### src/rtl/uart_tx_arbiter_pkg.sv
// rtl/uart_tx_arbiter_pkg.sv - shared state encoding and sizing helper for the UART TX arbiter
//
// Purpose: holds the arbiter FSM state constants and the ceiling-log2 helper
// used to size the requester index and the burst counter.
// Ports:   none (package).

package uart_tx_arbiter_pkg;

    localparam logic [1:0] StIdle   = 2'd0;
    localparam logic [1:0] StHeader = 2'd1;
    localparam logic [1:0] StData   = 2'd2;

    // Smallest r with (1 << r) >= value; used only on elaboration constants.
    function automatic int log2Ceil(input int value);
        int result;
        result = 0;
        for (int i = 0; i < 31; i++) begin
            if ((1 << i) < value) begin
                result = i + 1;
            end
        end
        return result;
    endfunction

endpackage

### src/rtl/rr_priority_pick.sv
// rtl/rr_priority_pick.sv - combinational round-robin pick of one request
//
// Purpose: selects the first set bit of ReqVec searching upward from Ptr+1,
//          wrapping past the top, so the previous winner has lowest priority.
// Ports:   ReqVec    - request vector, one bit per requester
//          Ptr       - index of the previous winner
//          SelOneHot - one-hot winner (all zero when nothing requested)
//          SelIdx    - index of the winner
//          SelValid  - at least one request was present

module rr_priority_pick #(
    parameter int NumReq  = 4,
    parameter int IdWidth = 2
) (
    input  logic [NumReq-1:0]  ReqVec,
    input  logic [IdWidth-1:0] Ptr,
    output logic [NumReq-1:0]  SelOneHot,
    output logic [IdWidth-1:0] SelIdx,
    output logic               SelValid
);

    int idx;

    always_comb begin
        SelOneHot = '0;
        SelIdx    = '0;
        SelValid  = 1'b0;
        idx       = 0;
        for (int i = 1; i <= NumReq; i++) begin
            idx = int'(Ptr) + i;
            if (idx >= NumReq) begin
                idx = idx - NumReq;
            end
            if (!SelValid && ReqVec[idx]) begin
                SelValid       = 1'b1;
                SelOneHot[idx] = 1'b1;
                SelIdx         = IdWidth'(idx);
            end
        end
    end

endmodule

### src/rtl/uart_tx_arbiter.sv
// rtl/uart_tx_arbiter.sv - burst-locked round-robin arbiter in front of a UART TX byte port
//
// Purpose: shares one transmitter byte port between NumReq byte streams. A
//          winner keeps the port until its last byte or MaxBurst data bytes,
//          optionally preceded by a header byte naming the requester.
// Ports:   Clock, Reset (async, active low)
//          ReqData/ReqValid/ReqLast/ReqReady - requester byte streams
//          TxData/TxValid/TxReady            - transmitter byte port
//          Grant - registered one-hot owner, Busy - not idle

module uart_tx_arbiter
    import uart_tx_arbiter_pkg::*;
#(
    parameter int         NumReq       = 4,
    parameter int         IdWidth      = log2Ceil(NumReq),
    parameter int         MaxBurst     = 16,
    parameter bit         InsertHeader = 1'b1,
    parameter logic [7:0] HeaderBase   = 8'hA0
) (
    input  logic                Clock,
    input  logic                Reset,
    input  logic [NumReq*8-1:0] ReqData,
    input  logic [NumReq-1:0]   ReqValid,
    input  logic [NumReq-1:0]   ReqLast,
    output logic [NumReq-1:0]   ReqReady,
    output logic [7:0]          TxData,
    output logic                TxValid,
    input  logic                TxReady,
    output logic [NumReq-1:0]   Grant,
    output logic                Busy
);

    localparam int CntWidth = log2Ceil(MaxBurst + 1);

    logic [1:0]          state;
    logic [NumReq-1:0]   grantReg;
    logic [IdWidth-1:0]  grantId;
    logic [IdWidth-1:0]  ptr;
    logic [CntWidth-1:0] burstCnt;

    logic [NumReq-1:0]   selOneHot;
    logic [IdWidth-1:0]  selIdx;
    logic                selValid;
    logic [7:0]          grantData;
    logic                txFire;
    logic                burstEnd;

    rr_priority_pick #(
        .NumReq  (NumReq),
        .IdWidth (IdWidth)
    ) u_pick (
        .ReqVec    (ReqValid),
        .Ptr       (ptr),
        .SelOneHot (selOneHot),
        .SelIdx    (selIdx),
        .SelValid  (selValid)
    );

    assign grantData = ReqData[{grantId, 3'b000} +: 8];
    assign txFire    = TxValid && TxReady;
    // Release on the marked last byte or when this byte fills the burst quota.
    assign burstEnd  = ReqLast[grantId] || (burstCnt == CntWidth'(MaxBurst - 1));

    assign Grant = grantReg;
    assign Busy  = (state != StIdle);

    // Output side: the granted requester is passed straight through in DATA.
    always_comb begin
        TxValid  = 1'b0;
        TxData   = 8'h00;
        ReqReady = '0;
        case (state)
            StHeader: begin
                TxValid = 1'b1;
                TxData  = HeaderBase | {{(8 - IdWidth){1'b0}}, grantId};
            end
            StData: begin
                TxValid           = ReqValid[grantId];
                TxData            = grantData;
                ReqReady[grantId] = TxReady;
            end
            default: begin
                TxValid  = 1'b0;
                TxData   = 8'h00;
                ReqReady = '0;
            end
        endcase
    end

    always_ff @(posedge Clock or negedge Reset) begin
        if (!Reset) begin
            state    <= StIdle;
            grantReg <= '0;
            grantId  <= '0;
            ptr      <= IdWidth'(NumReq - 1);
            burstCnt <= '0;
        end else begin
            case (state)
                StIdle: begin
                    if (selValid) begin
                        grantReg <= selOneHot;
                        grantId  <= selIdx;
                        burstCnt <= '0;
                        state    <= InsertHeader ? StHeader : StData;
                    end
                end
                StHeader: begin
                    if (txFire) begin
                        state <= StData;
                    end
                end
                StData: begin
                    if (txFire) begin
                        burstCnt <= burstCnt + CntWidth'(1);
                        if (burstEnd) begin
                            state    <= StIdle;
                            ptr      <= grantId;
                            grantReg <= '0;
                        end
                    end
                end
                default: begin
                    state    <= StIdle;
                    grantReg <= '0;
                end
            endcase
        end
    end

endmodule

### config.mk
export PLATFORM = sky130hd
export DESIGN_NAME = uart_tx_arbiter
export DESIGN_NICKNAME = d
export VERILOG_FILES = /design/src/rtl/uart_tx_arbiter_pkg.sv /design/src/rtl/rr_priority_pick.sv /design/src/rtl/uart_tx_arbiter.sv
export SDC_FILE = /design/constraint.sdc
export NUM_CORES = 1
export LEC_CHECK = 0
export ABC_CLOCK_PERIOD_IN_PS = 3400
export CORE_ASPECT_RATIO = 0.6
export CORE_UTILIZATION = 44
export CTS_CLUSTER_DIAMETER = 120
export CTS_CLUSTER_SIZE = 25
export DETAILED_ROUTE_END_ITERATION = 12
export PLACE_DENSITY = 0.89
export REMOVE_ABC_BUFFERS = 1
export SETUP_SLACK_MARGIN = 0.1
export SLEW_MARGIN = 10
export SYNTH_ARGS = -nofsm -noshare
export SYNTH_HDL_FRONTEND = slang
export SYNTH_SLANG_ARGS = --single-unit
### constraint.sdc
create_clock -name Clock -period 3.4 [get_ports Clock]
set_input_delay 0.68 -clock Clock [delete_from_list [all_inputs] [get_ports Clock]]
set_output_delay 0.68 -clock Clock [all_outputs]
set_load 0.01 [all_outputs]
# Word level (Yosys, flattened, before mapping)
# Index checks and enable logic that the tools add are counted.
# word_totals
reg_bits	15
# classes
n_bitwise	5
shifts	1
mux	57
magnitude_cmp	14
n_eq_ne	7
add_sub_neg	9
n_reduce_logical	21
# ops
op	n
$ge A32 B1 Y1 const B	4
$ge A32 B4 Y1 const B	4
$lt A32 B4 Y1 const B	4
$mux W32	4
$sub A32 B4 Y32 const B	4
$mux W4	8
$shiftx A32 B6 Y8	1
$mux W1	19
$mux W2	8
$pmux W8 S2	1
$bmux W1 S2	6
$or A4 B4 Y4	3
$pmux W4 S3	1
$demux W1 S2	5
$mux W5	2
$pmux W5 S2	1
$logic_and A1 B1 Y1	9
$ne A2 B2 Y1 const B	4
$reduce_and A4 Y1	2
$add A2 B2 Y3 const B	2
$pmux W2 S3	1
$reduce_and A3 Y1	2
$add A5 B1 Y5 const B	1
$eq A5 B4 Y1 const B	1
14 further kinds	17

# Longest topological paths before layout
# Gate-level depths: netlist (run 1).
# depth
ltp_word	18
depth_mapped	9
mapped_depth_nobuf	7

# Modules after synthesis
# Synthesis (run 1) repeated with hierarchy kept, for this count alone.
# unflattened
cells_unflattened	229
hier_area_um2	1979.4
# modules_own_cells
mod	cells_each	instances	area_per_inst_um2	seq_area_each_um2
uart_tx_arbiter	149	1	1342.5	377.9
rr_priority_pick	80	1	636.9	0.0

# Worst setup path before layout (run 1)
# Ideal clock, no wire load.
# synth_path
kind	reg-to-reg
from	reg ptr[0]
to	reg grantReg[0], in the netlist Grant[0]
required_ns	3.278
path_buffers	2
path_stages_with_launch	9
slack_ns	0.855
arrival_time_ns	2.424
cell_sequence	dfstp_2 -> buf_6 -> inv_2 -> ha_1 -> clkbuf_1 -> mux4_2 -> a22o_1 -> a221o_1 -> a32o_1
# synth_via
elab_chain_cells	18
# synth_rtl
element	line_no	rtl
start: declaration	uart_tx_arbiter.sv:38	logic [IdWidth-1:0] ptr;
start signal: assignment	uart_tx_arbiter.sv:95	ptr <= IdWidth'(NumReq - 1);
start signal: assignment	uart_tx_arbiter.sv:117	ptr <= grantId;
branches (longest 18 deep; another with $sub A32 B4 Y32)	-	
end signal: assignment	uart_tx_arbiter.sv:101	grantReg <= selOneHot;
end: declaration	uart_tx_arbiter.sv:36	logic [NumReq-1:0] grantReg;
# Parallel ways; which one is timed is not known. The select of a mux whose other input is x is not followed.
# A chain may end at the register's enable or synchronous reset.

# Worst setup path in the final report (run 1)
# layout_path
from	in ReqValid[3]
to	out TxValid
# layout_via
elab_chain_cells	3
# layout_rtl
element	line_no	rtl
start: declaration	uart_tx_arbiter.sv:23	input logic [NumReq-1:0] ReqValid,
$bmux W1 S2	uart_tx_arbiter.sv:78	TxValid = ReqValid[grantId];
$mux W1 (implied by the code)	uart_tx_arbiter.sv:78	
$pmux W1 S2	uart_tx_arbiter.sv:72	case (state)
end: declaration	uart_tx_arbiter.sv:27	output logic TxValid,
# Every way passes these cells. The select of a mux whose other input is x is not followed.

==> results.yml, run 1 <==
place:
  place.gp.congestion: 0.809
  place_ws_ps: 328
  placement.io_buffers: 60
  dpl_cell_area_sq_mm: 0.00222
  hpwl_um: 3450
detailed_routing:
  ant_nets: 0
  drt_iter0_markers: 79
  viasPerCell: 5.83
  remaining_drc_errors: 0
  routed_wl_um: 4360
  wl_per_cell_um: 16.0
  dr.pass1.iters: 4
  vias: 1585
synthesis:
  syn-cell-area_sq_mm: 0.00159
  synth_compound_area_share_pct: 21.6
  synth_edf_count: 0
  syn_area_per_cell_sq_um: 9.26
  ys.flop_type: "dfrtp_1"
  yosys_warnings: 0
  synthArstFlopShare_pct: 100
  synth-simple-area-share_pct: 18.8
  postSynthCellCount: 172
  synth_seq_cells: 15
  synth_fa_ha_area_share_pct: 11.0
  yosys.area_share.xor_xnor_pct: 0
  synth_top_family_by_area: "compound AO/OA/AOI/OAI gates"
  synthMuxAreaShare_pct: 17.7
  synth_cell_types: 43
  ys_seq_area_share_pct: 23.7
sta:
  whs_ps: 498
  relSlewSlack_pct: 53.7
  min_period_ps: 3080
  fin_skew_ps: 3.17
  grt_setup_unrepaired: "false"
  period_share_pct: 90.5
  finalWorstSetupSlack_ps: 322
  final_max_slew_viol_count: 0
  tightest_slew_ps: 692
  setup_viol: 0
  hold_viol: 0
  fmax_mhz: 325
  finalSetupTns_ps: 0
die:
  ios: 61
  rows: 16
  coreArea_sq_mm: 0.00336
  die_w_um: 79.7
  die_h_um: 48.6
  start_util_pct: 47.4
  dieArea_sq_mm: 0.00387
grt:
  grt_use_met1_pct: 37.0
  use_met2_pct: 37.6
  use_met3_pct: 4.91
  grt_pass1_wl_um: 7370
  antenna_found_initial: 0
  grt_overflow: 0
  grt_max_degree: 22
  grtUsageTotal_pct: 24.7
  grt_busiest_layer: "met2"
  grt_pass1_vias: 1461
final_layout:
  layout.nets: 285
  seq_area_sq_um: 378
  multi_input_area_sq_mm: 0.00110
  n_antenna_cell: 0
  syn_to_final_growth_pct: 42.1
  drive_gt1_share_pct: 12.8
  fillCellCount: 276
  fin_area_sq_mm: 0.00226
min_path:
  min_path_type: "flip-flop to flip-flop"
setup_path:
  critPathMostFrequentCell: "clkdlybuf4s50_1"
  slowest_stage: "mux4_2"
  critPathCaptureType: "output port"
  max_stage_delay_ps: 540
  arrival_ps: 2400
  start_kind: "primary input"
  crit_path_max_fanout: 4
  worstPathCellList: "clkdlybuf4s50_1 > mux4_2 > a21oi_1 > nor2_1 > clkdlybuf4s50_1"
  required_ps: 2720
  worstSetupPathType: "primary input to output port"
power:
  leakagePower_nw: 0.938
  power_density_mw_per_mm2: 717
  ir_drop_uv: 318
clocking:
  insertion_delay_ps: 250
  cts_tree: "built"
  postCtsHoldBufs: 0
  clockBufferDepth: 2
  clkSinkCount: 15
  cts_buffers: 3
  cts_root_buf: "clkbuf_8"
  h-tree-depth: 1
  cts-resized-gates: 0
  post_cts_buffers: 0
  clk_pin_slew_ps: 60
run_status:
  outcome: "finished clean"
job:
  cap_violations: 0
final timing paths:
check / cells past startpoint / slack [ps] / start / to
max: 5 / 320 / ReqValid[3] / TxValid
min: 1 / 500 / Grant[1]$_DFFE_PN0P_ / Grant[1]$_DFFE_PN0P_
max reg2reg: 6 / 740 / ptr[0]$_DFFE_PN1P_ / Grant[0]$_DFFE_PN0P_
min reg2reg: 1 / 500 / Grant[1]$_DFFE_PN0P_ / Grant[1]$_DFFE_PN0P_
max in group asynchronous: 1 / 2120 / Reset / grantId[1]$_DFFE_PN0P_
min in group asynchronous: 1 / 840 / Reset / burstCnt[4]$_DFFE_PN0P_
flip-flops by register name (all words and copies together) (netlist names):
| name | count |
|---|---|
| burstCnt | 5 |
| Grant | 4 |
| grantId | 2 |
| ptr | 2 |
| state | 2 |
through the flow:
stage	cells	utilization, %	total power [mW]
detailed placement	268	65.9	1.46
CTS	272	67.3	1.62
global route	272	67.3	1.76
finish	272	67.3	1.62
global placement	268	65.9	1.42
floorplan	158	-	1.06
Yosys cell counts (4+ instances only):
library cell	n	area share, %
nor2_1	15	3.5
dfrtp_1	13	20
a21oi_1	7	2.2
mux4_2	12	17
a22o_1	4	2.2
nand3_1	7	2.2
nand2_1	11	2.6
clkbuf_1	5	1.2
and3_1	6	2.4
inv_1	11	2.6
a32o_1	4	2.5
ha_1	14	11
buf_2	5	1.6
o21ai_0	10	3.1
a221o_1	4	2.5
cells by family (layout without fill, tap and decap cells):
family	after synthesis	after routing
compound gates	47	47
mux	13	13
flops	15	15
fa+ha+maj	14	14
buf+inv	26	81
simple gates	57	57
layout make-up:
| cell class | count | share of cell area (%) |
|---|---|---|
| multi-input combinational | 131 | 48.6 |
| timing repair buffer | 65 | 28.2 |
| sequential | 15 | 16.7 |
| tap | 45 | 2.49 |
| inverter | 12 | 1.99 |
| clock buffer | 3 | 1.82 |
| clock inverter | 1 | 0.221 |
power by group:
group	switching, mW	internal (mW)
sequential	0.117	0.243
combinational	0.564	0.548
clock	0.0680	0.0813
placed cells by master (no fill, tap or decap), types with 3 or more instances in the layout:
cell	synthesis	layout
mux4_2	12	12
inv_1	11	11
o21ai_0	10	10
buf_4	1	5
nor2_1	15	15
a22o_1	4	4
a32o_1	4	4
a21o_1	3	3
ha_1	14	14
nand2_1	11	11
clkdlybuf4s50_1	0	60
dfrtp_1	13	13
clkbuf_8	0	3
and3_1	6	6
nand3_1	7	7
a221o_1	4	4
nor3_1	3	3
nor4_1	3	3
a21oi_1	7	7
a211oi_1	3	3
worst max-delay path: cells and delay by family:
| kind | cells | cell delay (ps) |
|---|---|---|
| mux | 1 | 540 |
| buf+inv | 2 | 900 |
| compound gates | 1 | 220 |
| simple gates | 1 | 60 |
metal layers:
layer  vias up  part of all wire, %
met3         3                  6.9
met1       777                   48
met4         0                 0.32
met2        46                   44
li1        759                    -
met5         -                    0
(Power assumes the default switching activity.)
==> run 2: changes to the inputs <==
CAP_MARGIN = 20   (was not set)
CORE_UTILIZATION = 48   (was 44)
PLACE_DENSITY = 0.91   (was 0.89)
SYNTH_HIERARCHICAL = 1   (was not set)
==> run 2 against run 1 <==
  * The run now ends with design-rule violations left
  * Critical endpoint unchanged
  * Clock skew increased by 2.1 ps
  * Final area grew 19%
  * Sequential cell count stayed put
  * Hold slack improved by 30 ps
  * Wire length up 30%
  * Via count increased by 30%
  * Worst setup slack got worse by 85 ps
  * Register-to-register slack got worse by 180 ps
==> results.yml, run 2 <==
run_status:
  outcome: "complete, but fails checks"
  violations: "design-rule violations"
grt:
  grt_max_degree: 24
  antenna_found_initial: 0
  grt_overflow: 0
  grtUsageTotal_pct: 27.4
  grt_pass1_wl_um: 9490
  grt_pass1_vias: 1986
final_layout:
  drive_gt1_share_pct: 13.2
  instances_no_fill: 334
  layout.nets: 346
  largest_register_ffs: 5
  top_register: "burstCnt"
  final_cell_mix: "60 x clkdlybuf4s50_1, 23 x nand2_1, 15 x ha_1"
  n_antenna_cell: 0
  post-route-util_pct: 70.6
  syn_to_final_growth_pct: 35.8
  mostFrequentLayoutCell: "clkdlybuf4s50_1"
power:
  seqPwrFrac_pct: 16.0
  combPwrFrac_pct: 77.0
  ir_drop_uv: 393
  power.share.clock_pct: 7.0
  p_sw_mw: 1.00
  p_int_mw: 1.13
  power_density_mw_per_mm2: 793
  leakagePower_nw: 1.05
  swShare_pct: 47.0
clocking:
  postCtsHoldBufs: 0
  post_cts_buffers: 0
  clkSinkCount: 15
  clk_pin_slew_ps: 60
  insertion_delay_ps: 250
  clockBufferDepth: 2
  cts_buffers: 3
  h-tree-depth: 1
  cts-resized-gates: 0
  cts_tree: "built"
  cts_root_buf: "clkbuf_8"
synthesis:
  synth_top_area_share_pct: 16.4
  yosys.cell_count.top_type: "nand2_1"
  postSynthCellCount: 229
  yosys_warnings: 6
  synth_cell_types: 47
  ys_seq_area_share_pct: 19.1
  synthArstFlopShare_pct: 100
  syn-cell-area_sq_mm: 0.00198
  ys_top_cells_by_count: "23 x nand2_1, 15 x ha_1, 13 x dfrtp_1"
  synth.largest_area_cell: "dfrtp_1"
  synth_edf_count: 0
  syn_area_per_cell_sq_um: 8.64
  synth_seq_cells: 15
  ys.flop_type: "dfrtp_1"
  synth_area_leaders: "dfrtp_1 16%, mux4_2 14%, ha_1 9.5%"
detailed_routing:
  drt_iter0_markers: 234
  dr.pass1.iters: 9
  remaining_drc_errors: 9
  ant_nets: 0
  wl_per_cell_um: 17.0
  vias: 2059
  viasPerCell: 6.16
  routed_wl_um: 5680
die:
  ios: 61
  rows: 17
  die_w_um: 84.9
  die_h_um: 51.7
  start_util_pct: 52.0
  dieArea_sq_mm: 0.00439
  coreArea_sq_mm: 0.00381
sta:
  final_max_slew_viol_count: 0
  hold_viol: 0
  fin_skew_ps: 5.22
  setup_viol: 0
  relSlewSlack_pct: 51.2
  fmax_mhz: 316
  period_share_pct: 93.0
  tightest_slew_ps: 730
  grt_setup_unrepaired: "false"
  min_period_ps: 3160
  whs_ps: 528
  finalSetupTns_ps: 0
setup_path:
  crit_path_max_fanout: 10
  crit_family: "buffers and inverters"
  worst_r2r_path_depth: 7
  critPathCaptureType: "output port"
  critPathMostFrequentCell: "clkdlybuf4s50_1"
  slowest_stage: "clkdlybuf4s50_1"
  worstPathCellList: "clkdlybuf4s50_1 > mux2i_1 > nand2_1 > a32o_1 > clkdlybuf4s50_1"
  start_kind: "primary input"
  max_stage_delay_ps: 570
  path_buf_inv: 2
  ff2ff_setup_slack_ps: 560
  required_ps: 2720
  worstSetupPathType: "primary input to output port"
  arrival_ps: 2480
  cp.depth: 5
min_path:
  holdPathStages: 2
  min_path_type: "flip-flop to flip-flop"
place:
  hpwl_um: 4290
  dp_cells: 330
  placement.io_buffers: 60
  place.gp.congestion: 0.894
job:
  cap_violations: 0
[run 2: area by class of cell]
cell class	count	area [sq um]
multi-input cells	188	1490
inverters	8	30.0
clock buffers	4	45.0
well taps	47	58.8
flip-flops and latches	15	378
fillers	269	1120
repair buffers	72	691
[run 2: path summary, 6_finish.rpt]
| kind | startpoint | endpoint |
|---|---|---|
| hold / removal | burstCnt[4]$_DFFE_PN0P_ | burstCnt[4]$_DFFE_PN0P_ |
| max in group asynchronous | Reset | state[0]$_DFFE_PN0P_ |
| hold reg to reg | burstCnt[4]$_DFFE_PN0P_ | burstCnt[4]$_DFFE_PN0P_ |
| setup / recovery | ReqValid[2] | TxValid |
| setup reg to reg | ptr[0]$_DFFE_PN1P_ | grantId[1]$_DFFE_PN0P_ |
| min in group asynchronous | Reset | burstCnt[2]$_DFFE_PN0P_ |
[run 2: metal layers]
metal | global-route usage [%] | share of wire, % | up-vias
li1 | - | - | 984
met1 | 36.8 | 46 | 985
met2 | 48.9 | 46 | 86
met3 | 4.44 | 8.3 | 4
met4 | 2.82 | 0.26 | 0
met5 | 0 | 0 | -
[run 2: power groups by stage]
stage                     registers, mW  clock network (mW)  logic [mW]
after floorplan                   0.382                   0        1.03
after global placement            0.341                   0        1.56
after detailed placement          0.344                   0        1.61
after CTS                         0.341               0.153        1.63
after global routing              0.356               0.160        1.79
final                             0.341               0.148        1.64
[run 2: cell families after synthesis]
kind of cell	share of synthesized area, %
mux	21.6
fa+ha+maj	9.48
compound gates	19.4
simple gates	24.5
buf+inv	5.88
flops	19.1
[run 2: metrics by stage]
step | cell area (sq um) | setup WS, ps | power (mW)
floorplan | 1890 | 112 | 1.41
global placement | 2640 | 316 | 1.90
detailed placement | 2640 | 283 | 1.95
CTS | 2690 | 285 | 2.12
global route | 2690 | 122 | 2.30
finish | 2690 | 237 | 2.13
[run 2: tightest hold or removal path: cells and delay by family (launching register included)]
family | cells | cell delay, ps
flip-flops | 1 | 350
AO/OA/AOI/OAI | 2 | 140
